[config.mk]
export PLATFORM = sky130hd
export DESIGN_NAME = taxi_meter_ctrl
export DESIGN_NICKNAME = d
export VERILOG_FILES = /design/src/rtl/taxi_pkg.sv /design/src/rtl/evt_sync.sv /design/src/rtl/taxi_meter_ctrl.sv
export SDC_FILE = /design/constraint.sdc
export NUM_CORES = 1
export LEC_CHECK = 0
export ABC_AREA = 1
export CORE_ASPECT_RATIO = 0.7
export CORE_UTILIZATION = 53
export CTS_CLUSTER_DIAMETER = 100
export DETAILED_ROUTE_END_ITERATION = 8
export PLACE_DENSITY_LB_ADDON = 0.05
export SLEW_MARGIN = 25
export SYNTH_ARGS = -nofsm -noshare
export SYNTH_HDL_FRONTEND = slang
export SYNTH_SLANG_ARGS = --single-unit
[constraint.sdc]
create_clock -name clk -period 4.21 [get_ports clk]
set_input_delay 1.0525 -clock clk [delete_from_list [all_inputs] [get_ports clk]]
set_output_delay 1.0525 -clock clk [all_outputs]
set_load 0.02 [all_outputs]
[src/rtl/taxi_pkg.sv]
// Package: taxi_pkg
// Shared definitions for the taxi fare meter trip controller:
//   - state_e          : meter state encoding (VACANT, HIRED, STOPPED)
//   - FARE_W, DIST_W   : fare and distance counter widths
//   - RATE_DIST_NIGHT  : night distance rate (used when NIGHT_RATE_EN is defined)
//   - sat_add()        : 15-bit add of fare and increment, clamped at a ceiling
package taxi_pkg;

  localparam int FARE_W          = 14;
  localparam int DIST_W          = 10;
  localparam int RATE_DIST_NIGHT = 3;

  typedef enum logic [1:0] {
    VACANT  = 2'd0,
    HIRED   = 2'd1,
    STOPPED = 2'd2
  } state_e;

  // The sum is formed one bit wider than the fare so that an overflow of
  // the 14-bit range is still seen by the ceiling comparison.
  function automatic logic [FARE_W-1:0] sat_add(input logic [FARE_W-1:0] base,
                                                 input logic [FARE_W-1:0] inc,
                                                 input logic [FARE_W-1:0] lim);
    logic [FARE_W:0] sum;
    sum = {1'b0, base} + {1'b0, inc};
    if (sum > {1'b0, lim}) begin
      return lim;
    end else begin
      return sum[FARE_W-1:0];
    end
  endfunction

endpackage

[src/rtl/evt_sync.sv]
// Module: evt_sync
// Two-flop synchroniser followed by an edge-detect register for one
// asynchronous input.
// Parameters:
//   BOTH_EDGES : 1 = evt on any level change, 0 = evt on rising edge only
// Ports:
//   clk   : system clock
//   rst_n : asynchronous active-low reset (all flops cleared to 0)
//   din   : asynchronous input
//   level : synchronised level of din
//   evt   : one-cycle event, valid in the cycle after level changes
module evt_sync #(
  parameter bit BOTH_EDGES = 1'b0
) (
  input  logic clk,
  input  logic rst_n,
  input  logic din,
  output logic level,
  output logic evt
);

  logic meta_r;
  logic sync_r;
  logic prev_r;

  // Synchroniser chain plus the previous-level register used for edge detection.
  always_ff @(posedge clk or negedge rst_n) begin
    if (!rst_n) begin
      meta_r <= 1'b0;
      sync_r <= 1'b0;
      prev_r <= 1'b0;
    end else begin
      meta_r <= din;
      sync_r <= meta_r;
      prev_r <= sync_r;
    end
  end

  assign level = sync_r;

  generate
    if (BOTH_EDGES) begin : g_both
      assign evt = sync_r ^ prev_r;
    end else begin : g_rise
      assign evt = sync_r & ~prev_r;
    end
  endgenerate

endmodule

[src/rtl/taxi_meter_ctrl.sv]
// Module: taxi_meter_ctrl
// Trip controller for the taxi fare meter: runs the VACANT/HIRED/STOPPED
// state machine, merges distance and wait-fare events into a saturating
// fare accumulator, and produces the registered wait-counter hold.
// Optional feature macro: NIGHT_RATE_EN (adds the night input; while it is
// high, distance events beyond the base distance add RATE_DIST_NIGHT).
// Ports:
//   clk, rst_n                      : clock, asynchronous active-low reset
//   start_btn, stop_btn, clear_btn  : single-cycle synchronous buttons
//   moving, dist_pulse, wait_tgl    : asynchronous sensor inputs
//   night (NIGHT_RATE_EN only)      : asynchronous night-tariff level
//   fare                            : fare in 0.1 yuan units
//   dist_cnt                        : 100 m events this trip, saturating
//   state_o                         : 0 VACANT, 1 HIRED, 2 STOPPED
//   wait_cnt_rst_n                  : registered active-low wait counter hold
module taxi_meter_ctrl
  import taxi_pkg::*;
#(
  parameter int BASE_FARE = 100,
  parameter int BASE_DIST = 30,
  parameter int RATE_DIST = 2,
  parameter int RATE_WAIT = 20,
  parameter int FARE_MAX  = 9999
) (
  input  logic              clk,
  input  logic              rst_n,
  input  logic              start_btn,
  input  logic              stop_btn,
  input  logic              clear_btn,
  input  logic              moving,
  input  logic              dist_pulse,
  input  logic              wait_tgl,
`ifdef NIGHT_RATE_EN
  input  logic              night,
`endif
  output logic [FARE_W-1:0] fare,
  output logic [DIST_W-1:0] dist_cnt,
  output logic [1:0]        state_o,
  output logic              wait_cnt_rst_n
);

  localparam logic [FARE_W-1:0] BASE_FARE_C  = FARE_W'(BASE_FARE);
  localparam logic [FARE_W-1:0] RATE_DIST_C  = FARE_W'(RATE_DIST);
  localparam logic [FARE_W-1:0] RATE_WAIT_C  = FARE_W'(RATE_WAIT);
  localparam logic [FARE_W-1:0] FARE_MAX_C   = FARE_W'(FARE_MAX);
  localparam logic [DIST_W-1:0] BASE_DIST_C  = DIST_W'(BASE_DIST);
  localparam logic [DIST_W-1:0] DIST_SAT_C   = {DIST_W{1'b1}};
`ifdef NIGHT_RATE_EN
  localparam logic [FARE_W-1:0] RATE_NIGHT_C = FARE_W'(RATE_DIST_NIGHT);
`endif

  state_e            state_r,  state_nxt_s;
  logic [FARE_W-1:0] fare_r,   fare_nxt_s;
  logic [DIST_W-1:0] dist_r,   dist_nxt_s;
  logic              wait_rst_r, wait_rst_nxt_s;

  logic              dist_evt_s;
  logic              wait_evt_s;
  logic              moving_lvl_s;
  logic              unused_dist_lvl_s;
  logic              unused_wait_lvl_s;
  logic              unused_moving_evt_s;
  logic [FARE_W-1:0] dist_rate_s;
  logic [FARE_W-1:0] dist_inc_s;
  logic [FARE_W-1:0] wait_inc_s;
  logic [FARE_W-1:0] inc_s;

  evt_sync #(.BOTH_EDGES(1'b0)) u_dist_sync (
    .clk(clk), .rst_n(rst_n), .din(dist_pulse),
    .level(unused_dist_lvl_s), .evt(dist_evt_s)
  );

  evt_sync #(.BOTH_EDGES(1'b1)) u_wait_sync (
    .clk(clk), .rst_n(rst_n), .din(wait_tgl),
    .level(unused_wait_lvl_s), .evt(wait_evt_s)
  );

  evt_sync #(.BOTH_EDGES(1'b0)) u_moving_sync (
    .clk(clk), .rst_n(rst_n), .din(moving),
    .level(moving_lvl_s), .evt(unused_moving_evt_s)
  );

`ifdef NIGHT_RATE_EN
  logic night_lvl_s;
  logic unused_night_evt_s;

  evt_sync #(.BOTH_EDGES(1'b0)) u_night_sync (
    .clk(clk), .rst_n(rst_n), .din(night),
    .level(night_lvl_s), .evt(unused_night_evt_s)
  );
`endif

  // Per-cycle fare increment from the distance and wait events seen this cycle.
  always_comb begin
`ifdef NIGHT_RATE_EN
    if (night_lvl_s) begin
      dist_rate_s = RATE_NIGHT_C;
    end else begin
      dist_rate_s = RATE_DIST_C;
    end
`else
    dist_rate_s = RATE_DIST_C;
`endif
    // The base-distance test uses the count before this event is added.
    if (dist_evt_s && (dist_r >= BASE_DIST_C)) begin
      dist_inc_s = dist_rate_s;
    end else begin
      dist_inc_s = {FARE_W{1'b0}};
    end
    if (wait_evt_s) begin
      wait_inc_s = RATE_WAIT_C;
    end else begin
      wait_inc_s = {FARE_W{1'b0}};
    end
    inc_s = dist_inc_s + wait_inc_s;
  end

  // Next-state, fare and distance logic of the trip state machine.
  always_comb begin
    state_nxt_s    = state_r;
    fare_nxt_s     = fare_r;
    dist_nxt_s     = dist_r;
    wait_rst_nxt_s = (state_r == HIRED) && !moving_lvl_s;
    case (state_r)
      VACANT: begin
        if (start_btn) begin
          state_nxt_s = HIRED;
          fare_nxt_s  = BASE_FARE_C;
          dist_nxt_s  = {DIST_W{1'b0}};
        end else begin
          state_nxt_s = VACANT;
        end
      end
      HIRED: begin
        // Events are credited even on the cycle stop_btn freezes the trip.
        fare_nxt_s = sat_add(fare_r, inc_s, FARE_MAX_C);
        if (dist_evt_s && (dist_r != DIST_SAT_C)) begin
          dist_nxt_s = dist_r + {{(DIST_W-1){1'b0}}, 1'b1};
        end else begin
          dist_nxt_s = dist_r;
        end
        if (stop_btn) begin
          state_nxt_s = STOPPED;
        end else begin
          state_nxt_s = HIRED;
        end
      end
      STOPPED: begin
        if (start_btn) begin
          state_nxt_s = HIRED;
          fare_nxt_s  = BASE_FARE_C;
          dist_nxt_s  = {DIST_W{1'b0}};
        end else if (clear_btn) begin
          state_nxt_s = VACANT;
          fare_nxt_s  = {FARE_W{1'b0}};
          dist_nxt_s  = {DIST_W{1'b0}};
        end else begin
          state_nxt_s = STOPPED;
        end
      end
      default: begin
        state_nxt_s = VACANT;
        fare_nxt_s  = {FARE_W{1'b0}};
        dist_nxt_s  = {DIST_W{1'b0}};
      end
    endcase
  end

  // State, fare, distance and wait-hold registers.
  always_ff @(posedge clk or negedge rst_n) begin
    if (!rst_n) begin
      state_r    <= VACANT;
      fare_r     <= {FARE_W{1'b0}};
      dist_r     <= {DIST_W{1'b0}};
      wait_rst_r <= 1'b0;
    end else begin
      state_r    <= state_nxt_s;
      fare_r     <= fare_nxt_s;
      dist_r     <= dist_nxt_s;
      wait_rst_r <= wait_rst_nxt_s;
    end
  end

  assign fare           = fare_r;
  assign dist_cnt       = dist_r;
  assign state_o        = state_r;
  assign wait_cnt_rst_n = wait_rst_r;

endmodule
# ---- After elaboration in Yosys (flattened, before gate mapping)
# Cells that the tools add are included.
dict set report op_classes {
  add_sub_neg 3
  n_lt_le_gt_ge 2
  n_eq_ne 6
  n_mux 17
  bitwise 3
  reduce_logical 7
}
# op count
set ops {}
lappend ops {{14-bit 2-to-1 mux} 4}
lappend ops {{14-bit case mux with 3 select lines} 1}
lappend ops {{10-bit 2-to-1 mux} 4}
lappend ops {{10-bit case mux with 3 select lines} 1}
lappend ops {{14-bit by 14-bit adder with 15-bit output} 1}
lappend ops {{15-bit by 14-bit > comparator with 1-bit output (second input constant)} 1}
lappend ops {{14-bit adder} 1}
lappend ops {{10-bit by 1-bit adder with 10-bit output (second input constant)} 1}
lappend ops {{10-bit by 5-bit >= comparator with 1-bit output (second input constant)} 1}
lappend ops {{10-bit != test (second input constant)} 1}
lappend ops {{2-bit 2-to-1 mux} 4}
lappend ops {{2-bit case mux with 3 select lines} 1}
lappend ops {{5-bit 2-to-1 mux} 1}
lappend ops {{1-bit logical AND} 3}
lappend ops {{3-bit != test (second input constant)} 1}
lappend ops {{3-bit AND reduction} 1}
lappend ops {{2-bit by 1-bit == test with 1-bit output (second input constant)} 1}
lappend ops {{2-bit == test (second input constant)} 1}
lappend ops {{2-bit zero test} 1}
lappend ops {{2-bit by 1-bit != test with 1-bit output (second input constant)} 1}
lappend ops {{2-bit != test (second input constant)} 1}
lappend ops {{2-bit AND reduction} 1}
lappend ops {{1-bit bitwise AND} 1}
lappend ops {{1-bit zero test} 1}
lappend ops {{3 further kinds} 3}
dict set report totals {
  ff_bits 35
  input_bits 8
  output_inout_bits 27
  elab_cells 50
}

# ---- Logic depth before layout (Yosys ltp)
# Gate-level depths: netlist (run 1).
dict set report depth {
  word_depth 9
  depth_mapped 24
  ltp_nobuf 24
}

# ---- Modules after synthesis
# From an unflattened synthesis (run 1), not the netlist that was laid out.
dict set report unflattened {
  hier_cells 272
  hier_area_um2 2143.3
}
# module n_inst cells_per_inst area_each_um2 seq_area_each_um2
set by_module_without_submodules {}
lappend by_module_without_submodules {taxi_meter_ctrl 1 254 1879.3 675.6}
lappend by_module_without_submodules {{evt_sync (u_dist_sync ...)} 2 5 85.1 75.1}
lappend by_module_without_submodules {{evt_sync (u_wait_sync)} 1 8 93.8 75.1}

# ---- Worst setup path before layout (run 1)
# No wires, ideal clock.
dict set report synth_path {
  kind {register to register}
  start {register dist_r[0] (netlist: dist_cnt[0])}
  end {register fare_r[5] (netlist: fare[5])}
  setup_ns 0.117
  arrival_time_ns 2.928
  required_time_ns 4.093
  slack_ns 1.165
  stages_incl_launch_ff 24
  n_path_buf 0
  synth_period_minus_slack_ns 3.045
  path_cell_list {dfrtp_1 > inv_1 > ha_1 > o211ai_1 > a311oi_1 > ha_1 > inv_1 > fa_1 > inv_1 > nand3_1 > nand2_2 > nand2_2 > inv_2 > nand2_1 > nand2_1 > nand3_1 > nor2_1 > nand3_1 > nand2_2 > nand2_4 > nand3_2 > nand2_1 > nand2_1 > nand2_1}
}
dict set report synth_via {
  elab_chain_cells 8
}
# element line
set synth_lines {}
lappend synth_lines {{start, declared} taxi_meter_ctrl.sv:54} ;# logic [DIST_W-1:0] dist_r, dist_nxt_s;
lappend synth_lines {{start signal, assigned} taxi_meter_ctrl.sv:174} ;# dist_r <= {DIST_W{1'b0}};
lappend synth_lines {{start signal, assigned} taxi_meter_ctrl.sv:179} ;# dist_r <= dist_nxt_s;
lappend synth_lines {{10-bit by 5-bit >= comparator with 1-bit output *} taxi_meter_ctrl.sv:105} ;# if (dist_evt_s && (dist_r >= BASE_DIST_C)) begin
lappend synth_lines {{1-bit logical AND *} taxi_meter_ctrl.sv:105}
lappend synth_lines {{2-bit 2-to-1 mux *} taxi_meter_ctrl.sv:105}
lappend synth_lines {{14-bit adder *} taxi_meter_ctrl.sv:115} ;# inc_s = dist_inc_s + wait_inc_s;
lappend synth_lines {{14-bit by 14-bit adder with 15-bit output *} taxi_pkg.sv:25} ;# sum = {1'b0, base} + {1'b0, inc};
lappend synth_lines {{15-bit by 14-bit > comparator with 1-bit output} taxi_pkg.sv:26} ;# if (sum > {1'b0, lim}) begin
lappend synth_lines {{14-bit 2-to-1 mux *} taxi_pkg.sv:26}
lappend synth_lines {{14-bit case mux with 3 select lines *} taxi_meter_ctrl.sv:124} ;# case (state_r)
lappend synth_lines {{end signal, assigned} taxi_meter_ctrl.sv:173} ;# fare_r <= {FARE_W{1'b0}};
lappend synth_lines {{end signal, assigned} taxi_meter_ctrl.sv:178} ;# fare_r <= fare_nxt_s;
lappend synth_lines {{end, declared} taxi_meter_ctrl.sv:53} ;# logic [FARE_W-1:0] fare_r, fare_nxt_s;
# Every way passes the cells marked *; elsewhere a longest branch is shown, timed or not.
# A chain may end at the register's enable or synchronous reset.

# ---- Worst setup path in the final report (run 1)
dict set report layout_path {
  start {register dist_r[0] (netlist: dist_cnt[0])}
  end {register fare_r[6] (netlist: fare[6])}
}
# Same word-level chain as after synthesis.

==> flow_summary.ini, run 1 <==
[final_layout]
drive_gt1_share_pct = 12.3
syn_to_final_growth_pct = 23.7
final_nets = 323
fill_cells = 295
diodes = 0

[placed_design]
preCtsSetupSlack_ps = 719
io_buffers = 34
dpl.hpwl_mm = 3.60
place_congestion = 0.944

[floorplanning]
fp.dieArea_um2 = 4180
core_area_um2 = 3630
initial_core_util_pct = 57.3
die_w_um = 76.8
ios = 35
placementRows = 18
die_y_um = 54.4

[timing]
worst_slew_pin_slew_ps = 512
finClkSkew_ps = 9.99
setup_viol = 0
grt_setup_unrepaired = no
slew_headroom_pct = 65.8
hold_viol_final = 0
fmax_mhz = 297
setup_slack_ps = 847
finalMaxSlewViolations = 0
hold_slack_ps = 353
finalSetupTns_ps = 0
min_period_ps = 3360
period_share_pct = 79.9

[synthesis]
synth_compound_area_share_pct = 9.03
synth_most_common_cell = nand2_1
synth_edf_count = 0
muxShareOfSynthArea_pct = 0
synth_top_family_by_area = simple AND/OR/NAND/NOR gates
yosysWarnings = 0
netlist_instances = 267
synth_area_leaders = dfrtp_1 (42%), nand2_1 (13%), inv_1 (6.0%), nand3_1 (5.3%), ha_1 (3.6%)
syn_nets = 282
synth_top_area_share_pct = 42.1
async_reset_ff_share_pct = 100
postSynthAreaPerCell_um2 = 7.78
ys_seq_elements = 35
seq_area_frac_synth_pct = 42.1
synthSimpleGateAreaFrac_pct = 34.0
ys.flop_type = dfrtp_1
syn_area_um2 = 2080
synth-xor-area-share_pct = 2.53
yosysUniqueCellTypes = 32
yosys-top-cells-count = nand2_1 (73), dfrtp_1 (35), inv_1 (33)
synth_area_leader_cell = dfrtp_1
synth-adder-area-share_pct = 4.58

[clocking]
h-tree-depth = 2
cts.sinks = 35
clkTransAtPathRegs_ps = 80
cts.hold.buffers_added = 0
post_cts_resized = 0
clk_latency_ps = 290
cts_setup_buffers = 0
cts_tree = done
cts-root-buf = clkbuf_8
cts_buffer_depth = 2
cts_made_buffers = 5

[global_routing]
grt_max_degree = 36
track_usage_pct = 25.2
grt_pass1_vias = 1594
grt_pass1_wl_mm = 7.74
antenna_found_initial = 0
gr-total-overflow = 0

[worst_setup_path]
critical_path_required_ps = 4380
start_kind = flip-flop
critical_path_class = flip-flop to flip-flop
end_kind = flip-flop
crit_fanout = 7
worstPathArrival_ps = 3530

[route]
dr.first_iter.drc_count = 199
via_count = 1881
routedWlPerCell_um = 13.2
postRouteAntennaNets = 0
drtPass1Iterations = 6
drcViolationCount = 0
routed_via_density = 5.24
wirelength_mm = 4.73

[power]
p_switching_uw = 385
p_comb_share_pct = 33.3
p_int_uw = 610
swShare_pct = 38.7
p_leak_uw = 0.00121
seqPwrFrac_pct = 41.8
p_per_area_nw_per_um2 = 387
total_power_uw = 995
vdd_ir_drop_max_mv = 0.308
pwr-share-clk_pct = 25.0

[run]
timing.max_cap.violations = 0

[worst_hold_path]
hold_class = flip-flop to flip-flop

[run_status]
status = finished clean
path summary, 6_finish.rpt:
path                                          from                 to  slack (ps)  cells after the start
worst max register to register         dist_cnt[0]            fare[6]         850                     23
min in group asynchronous                    rst_n        dist_cnt[6]        1170                      2
max in group asynchronous                    rst_n            fare[6]        2740                      2
worst max-delay path                   dist_cnt[0]            fare[6]         850                     23
worst min register to register  u_wait_sync.meta_r  u_wait_sync.level         350                      0
worst min-delay path            u_wait_sync.meta_r  u_wait_sync.level         350                      0
cell type report:
cell class	count	area (um^2)	area share [%]
clock buffer	5	68.8	2.68
clock inverter	3	25.0	0.973
inverter	38	143	5.55
multi-input combinational	192	1040	40.5
sequential	35	876	34.1
tap	50	62.6	2.43
timing repair buffer	36	355	13.8
cells in the final DEF, fill, tap and decap left out, drive strengths merged:
master,Yosys,routed
xor2,4,4
o21ai,12,12
nor2,25,25
a311oi,1,1
nor4,1,1
dfrtp,35,35
o31ai,3,3
fa,1,1
nand2,83,83
clkinv,0,2
nand3,26,26
o211ai,2,2
nand4,5,5
o22ai,4,4
nor3b,1,1
clkdlybuf4s50,0,34
a21oi,7,7
inv,38,38
a211oi,1,1
clkinvlp,0,1
xnor2,2,2
clkbuf,0,5
nand3b,1,1
o41ai,1,1
nor3,6,6
buf,2,2
ha,6,6
critical path: stages (launching register included):
cell and delay [ps]:
dfrtp_1 450, inv_1 120, ha_1 150, o211ai_1 80, a311oi_1 360, ha_1 230
inv_1 50, fa_1 390, inv_1 70, nand3_1 100, nand2_2 170, nand2_2 80
inv_2 60, nand2_1 50, nand2_1 80, nand3_1 110, nor2_1 120, nand3_1 80
nand2_2 130, nand2_4 100, nand3_2 70, nand2_1 50, nand2_1 70, nand2_1 60
state kept, by name, indices dropped and copies added (netlist names):
signal,flops
state_o,2
u_wait_sync.level,1
fare,14
u_wait_sync.meta_r,1
u_wait_sync.prev_r,1
u_dist_sync.prev_r,1
u_moving_sync.meta_r,1
u_dist_sync.meta_r,1
u_moving_sync.level,1
wait_cnt_rst_n,1
u_dist_sync.level,1
dist_cnt,10
power by group through the flow:
stage | Sequential (uW) | Clock (uW) | Combinational, uW
floorplan | 446 | 0 | 174
detailed placement | 421 | 0 | 324
global placement | 419 | 0 | 326
global route | 422 | 269 | 365
CTS | 415 | 256 | 328
finish | 416 | 248 | 331
through the flow:
| step | cell area (um^2) | std cells | utilization, % |
|---|---|---|---|
| 5_1_grt | 2570 | 359 | 70.9 |
| 4_1_cts | 2570 | 359 | 70.9 |
| 3_3_place_gp | 2480 | 351 | 68.3 |
| 2_1_floorplan | 2080 | 267 | - |
| 3_5_place_dp | 2480 | 351 | 68.3 |
| 6_report | 2570 | 359 | 70.9 |
kinds of logic after synthesis:
group | count (synthesis)
AO/OA/AOI/OAI | 31
XOR/XNOR | 6
adder cells (fa/ha/maj) | 7
buffers and inverters | 40
flip-flops | 35
AND/OR/NAND/NOR | 148
metal layers:
metal  wire length [um]  track usage (%)
met5                  0                0
met4                 14             6.73
met3                417             5.17
met2               1790             33.0
met1               2510             40.5
Power figures use the tool's default switching activity.
==> run 2, diff against run 1 <==
Settings changed: CORE_UTILIZATION 53 to 48.
Clock period 4.21 ns to 2.9 ns, I/O delays scaled along.
==> run 2 against run 1 <==
Sequential share of layout area fell by 4.5 points. Power rose by 74%. Hold slack improved by 2.9 ps. Combinational power rose by 79%. Register-to-register slack got worse by 1000 ps. Worst setup slack got worse by 1000 ps. Clock power rose by 120%. Maximum frequency rose by 10%. Cell count rose by 8.6%. The flow now finishes with violations (setup timing). Wire length rose by 18%.
==> flow_summary.ini, run 2 (synthesis gave the netlist of run 1 again) <==
[timing]
fmax_mhz = 327
hold_slack_ps = 356
period_share_pct = 105
grt_setup_unrepaired = yes
hold_viol_final = 0
finClkSkew_ps = 6.42
slew_headroom_pct = 65.4
min_period_ps = 3060
setup_viol = 13
finalSetupTns_ps = -1440
finalMaxSlewViolations = 0
worst_slew_pin_slew_ps = 514
setup_slack_ps = -158

[worst_setup_path]
cp_cell_sequence = inv_2 > ha_1 > o211ai_1 > a311oi_2 > ha_2 > inv_2 > fa_2 > inv_2 > nand3_4 > nand2_8 > nand3_2 > nand2_2 > nand2_2 > inv_2 > nand2_4 > nor2_4 > nand4_4 > a21oi_1 > o22ai_1
cp-endpoint = fare[9]
rr_worst_depth = 19
cp_slowest_cell = dfrtp_2
end_kind = flip-flop
critPathLaunch = dist_cnt[0]
worstPathArrival_ps = 3220
ff2ff_setup_slack_ps = -160
path_common_cell = inv_2
slowest_delay_ps = 410
r2r_start = dist_cnt[0]
critical_path_required_ps = 3060
start_kind = flip-flop
crit_fanout = 7
critical_path_class = flip-flop to flip-flop
r2r_end = fare[9]

[placed_design]
preCtsSetupSlack_ps = -146
place_congestion = 0.892
place_area_um2 = 2650
dpl.hpwl_mm = 4.00
io_buffers = 34

[clocking]
cts.sinks = 35
cts-root-buf = clkbuf_8
cts.hold.buffers_added = 0
clkTransAtPathRegs_ps = 70
cts_buffer_depth = 2
clk_latency_ps = 300
cts_made_buffers = 5
cts_tree = done
h-tree-depth = 2

[power]
p_per_area_nw_per_um2 = 583
p_comb_share_pct = 34.2
pwr-share-clk_pct = 31.0
vdd_ir_drop_max_mv = 0.416
seqPwrFrac_pct = 34.8
p_switching_uw = 612
p_int_uw = 1120
p_leak_uw = 0.00139
swShare_pct = 35.3

[route]
drtPass1Iterations = 5
drcViolationCount = 0
dr.first_iter.drc_count = 197
routedWlPerCell_um = 14.3
wirelength_mm = 5.57
postRouteAntennaNets = 0
via_count = 2103
routed_via_density = 5.39

[worst_hold_path]
min_from = u_dist_sync.meta_r
hold_class = flip-flop to flip-flop

[floorplanning]
initial_core_util_pct = 51.4
placementRows = 19
core_area_um2 = 4040
die_w_um = 80.6
ios = 35
die_y_um = 57.1
fp.dieArea_um2 = 4600

[global_routing]
grt_pass1_vias = 1840
grt_max_degree = 36
antenna_found_initial = 0
grt_pass1_wl_mm = 8.88
track_usage_pct = 26.3
gr-total-overflow = 0

[final_layout]
design_area_um2 = 2970
diodes = 0
mostFrequentLayoutCells = nand2_1 (66), clkdlybuf4s50_1 (34), dfrtp_1 (33)
final_nets = 352
layout_commonest_cell = nand2_1
largest_reg_flops = 14
drive_gt1_share_pct = 26.6
syn_to_final_growth_pct = 42.9

[run_status]
violations = setup timing
status = finished with violations

[run]
timing.max_cap.violations = 0
[run 2: cell count changes in the layout (fill, tap and decap cells not counted), moves of 3 or more]
cell / change
buf_4: +29
inv_1: -3
inv_2: +3
nand2_1: -7
nand2_2: +3
nand3_1: -5
nand3_2: +3
nor2_4: +3
[run 2: timing repair]
action	4_1_cts	5_1_grt
setup buffers	5	3
cloned	0	0
setup endpoints to repair	13	13
pin swaps	7	10
resized for setup	17	13
[run 2: worst max-delay path: cells and delay by family, from the launching register on]
kind                     cells  cell delay (ps)
AND/OR/NAND/NOR              8              800
AO/OA/AOI/OAI                4              740
adder cells (fa/ha/maj)      3              730
flip-flops                   1              410
buffers and inverters        4              250
[run 2: how the worst min path moves through the flow]
stage	end	cells after the start
global route	u_moving_sync.level	0
floorplan	u_dist_sync.level	0
CTS	u_dist_sync.level	0
global placement	u_wait_sync.level	0
detailed placement	u_wait_sync.level	0
finish	u_dist_sync.level	0
[run 2: power groups by stage]
stage	registers (uW)	clock network (uW)	logic, uW
5_1_grt	607	566	639
6_report	603	537	592
3_5_place_dp	606	0	532
4_1_cts	597	541	562
2_1_floorplan	650	0	254
3_3_place_gp	605	0	528
[run 2: area by class of cell]
type / instances / area, um^2
Timing Repair Buffer: 65 / 573
Clock buffer: 5 / 68.8
Tap cell: 52 / 65.1
Inverter: 38 / 143
Multi-Input combinational cell: 192 / 1170
Fill cell: 314 / 1070
Sequential cell: 35 / 878
Clock inverter: 3 / 67.6
[run 2: stage by stage]
step	util [%]	total power (uW)	cells
5_1_grt	73.5	1810	390
6_report	73.5	1730	390
2_1_floorplan	-	904	267
4_1_cts	71.5	1700	387
3_3_place_gp	65.6	1130	374
3_5_place_dp	65.6	1140	374
[run 2: metal layers]
| layer | vias up | wire, um | global-route usage [%] |
|---|---|---|---|
| li1 | 1006 | - | - |
| met1 | 968 | 2720 | 41.1 |
| met2 | 116 | 2280 | 35.8 |
| met3 | 13 | 495 | 6.24 |
| met4 | 0 | 65 | 7.91 |
| met5 | - | 0 | 0 |
==> run 3, diff against run 2 <==
Settings changed: SKIP_CTS_REPAIR_TIMING set to 1.
==> run 3 against run 2 <==
The flow still finishes with violations (setup timing). Final area shrank 1.6%. Die area is the same. Flip-flop and latch count is the same. Worst setup slack gained 38 ps. Sequential share of layout area grew 0.48 points. Critical path type unchanged. Critical endpoint unchanged.
==> flow_summary.ini, run 3 (synthesis gave the netlist of run 1 again) <==
[worst_setup_path]
critical_path_class = flip-flop to flip-flop
critPathBufInv = 3
path_common_cell = inv_2
ff2ff_setup_slack_ps = -120
crit_fanout = 5
slowest_delay_ps = 410
cp_cell_sequence = inv_2 > ha_1 > o211ai_1 > a311oi_2 > ha_2 > inv_2 > fa_2 > inv_2 > nand3_4 > nand3_1 > nand2_1 > nor2_1 > nand2_1 > nor2_2 > nand4_4 > a21oi_1 > o22ai_1
cp_slowest_cell = dfrtp_2
end_kind = flip-flop
crit_family = simple AND/OR/NAND/NOR gates
critical_path_required_ps = 3060
worstPathArrival_ps = 3180
start_kind = flip-flop

[final_layout]
drive_gt1_share_pct = 25.6
design_area_um2 = 2920
fin_util_pct = 72.3
largest_reg_flops = 14
syn_to_final_growth_pct = 40.6
ff_latch_area_um2 = 878
mostFrequentLayoutCells = nand2_1 (66), clkdlybuf4s50_1 (34), dfrtp_1 (33)
fill_cells = 322
diodes = 0
layout_commonest_cell = nand2_1
final_nets = 346
multi_input_area_um2 = 1170

[route]
routedWlPerCell_um = 13.9
postRouteAntennaNets = 0
dr.first_iter.drc_count = 215
drtPass1Iterations = 4
via_count = 2000
drcViolationCount = 0
wirelength_mm = 5.32
routed_via_density = 5.21

[floorplanning]
initial_core_util_pct = 51.4
die_w_um = 80.6
fp.dieArea_um2 = 4600
die_y_um = 57.1
placementRows = 19
ios = 35
core_area_um2 = 4040

[power]
total_power_uw = 1710
p_switching_uw = 592
vdd_ir_drop_max_mv = 0.400
p_int_uw = 1120
seqPwrFrac_pct = 35.2
p_leak_uw = 0.00134
p_comb_share_pct = 33.7
p_per_area_nw_per_um2 = 584
pwr-share-clk_pct = 31.2
swShare_pct = 34.7

[timing]
min_period_ps = 3020
setup_viol = 12
fmax_mhz = 331
grt_setup_unrepaired = yes
slew_headroom_pct = 65.4
setup_slack_ps = -120
finClkSkew_ps = 6.19
hold_viol_final = 0
worst_slew_pin_slew_ps = 514
period_share_pct = 104
finalMaxSlewViolations = 0

[run]
timing.max_cap.violations = 0

[placed_design]
place_congestion = 0.892
place_area_um2 = 2650
dpl.hpwl_mm = 4.00
io_buffers = 34

[clocking]
clk_latency_ps = 300
cts.sinks = 35
cts_buffer_depth = 2
clkTransAtPathRegs_ps = 70
cts-root-buf = clkbuf_8
cts_tree = done
h-tree-depth = 2
cts_made_buffers = 5

[global_routing]
grt_pass1_wl_mm = 8.56
antenna_found_initial = 0
grt_max_degree = 36
track_usage_pct = 25.3
grt_pass1_vias = 1764
gr-total-overflow = 0

[worst_hold_path]
hold_class = flip-flop to flip-flop

[run_status]
status = finished with violations
violations = setup timing
## run 3: cell types whose count changed in the layout (fill, tap and decap cells not counted), sizes merged
| cell | delta |
|---|---|
| buf | -6 |
## run 3: worst paths after layout
check / endpoint / cells past startpoint / start
max: fare[9] / 17 / dist_cnt[0]
min: u_dist_sync.level / 0 / u_dist_sync.meta_r
max reg2reg: fare[9] / 17 / dist_cnt[0]
min reg2reg: u_dist_sync.level / 0 / u_dist_sync.meta_r
max in group asynchronous: dist_cnt[0] / 2 / rst_n
min in group asynchronous: dist_cnt[8] / 2 / rst_n
## run 3: power groups by stage
| stage | combinational (uW) | sequential, uW | clock [uW] |
|---|---|---|---|
| floorplan | 254 | 650 | 0 |
| global placement | 528 | 605 | 0 |
| detailed placement | 532 | 606 | 0 |
| CTS | 536 | 596 | 541 |
| global route | 622 | 606 | 567 |
| finish | 575 | 600 | 532 |
## run 3: worst reg2reg max path: cells and delay by family, from the launching register on
family / cells / cell delay (ps)
DFF: 1 / 410
and+or+nand+nor: 7 / 810
buffers and inverters: 3 / 180
AOI/OAI and AO/OA: 4 / 710
adders and majority gates: 3 / 780
## run 3: layout make-up
class | count | area share (%)
clock inverter | 3 | 2.31
clock buffer | 5 | 2.35
sequential | 35 | 30.1
multi-input combinational | 192 | 40.1
timing repair buffer | 59 | 18.1
tap | 52 | 2.23
inverter | 38 | 4.88
## run 3: stage by stage
stage | setup WS (ps) | cells | hold slack [ps] | TNS [ps]
floorplan | 5.45 | 267 | 331 | 0
global placement | -117 | 374 | 334 | -768
detailed placement | -146 | 374 | 338 | -1250
CTS | -173 | 382 | 358 | -1580
global route | -307 | 384 | 363 | -3380
finish | -120 | 384 | 354 | -1140
## run 3: routing by layer
metal	GRT usage, %	part of all wire, %	up-vias
li1	-	-	992
met1	40.4	51	929
met2	32.4	39	72
met3	7.04	8.6	7
met4	7.91	0.90	0
met5	0	0	-
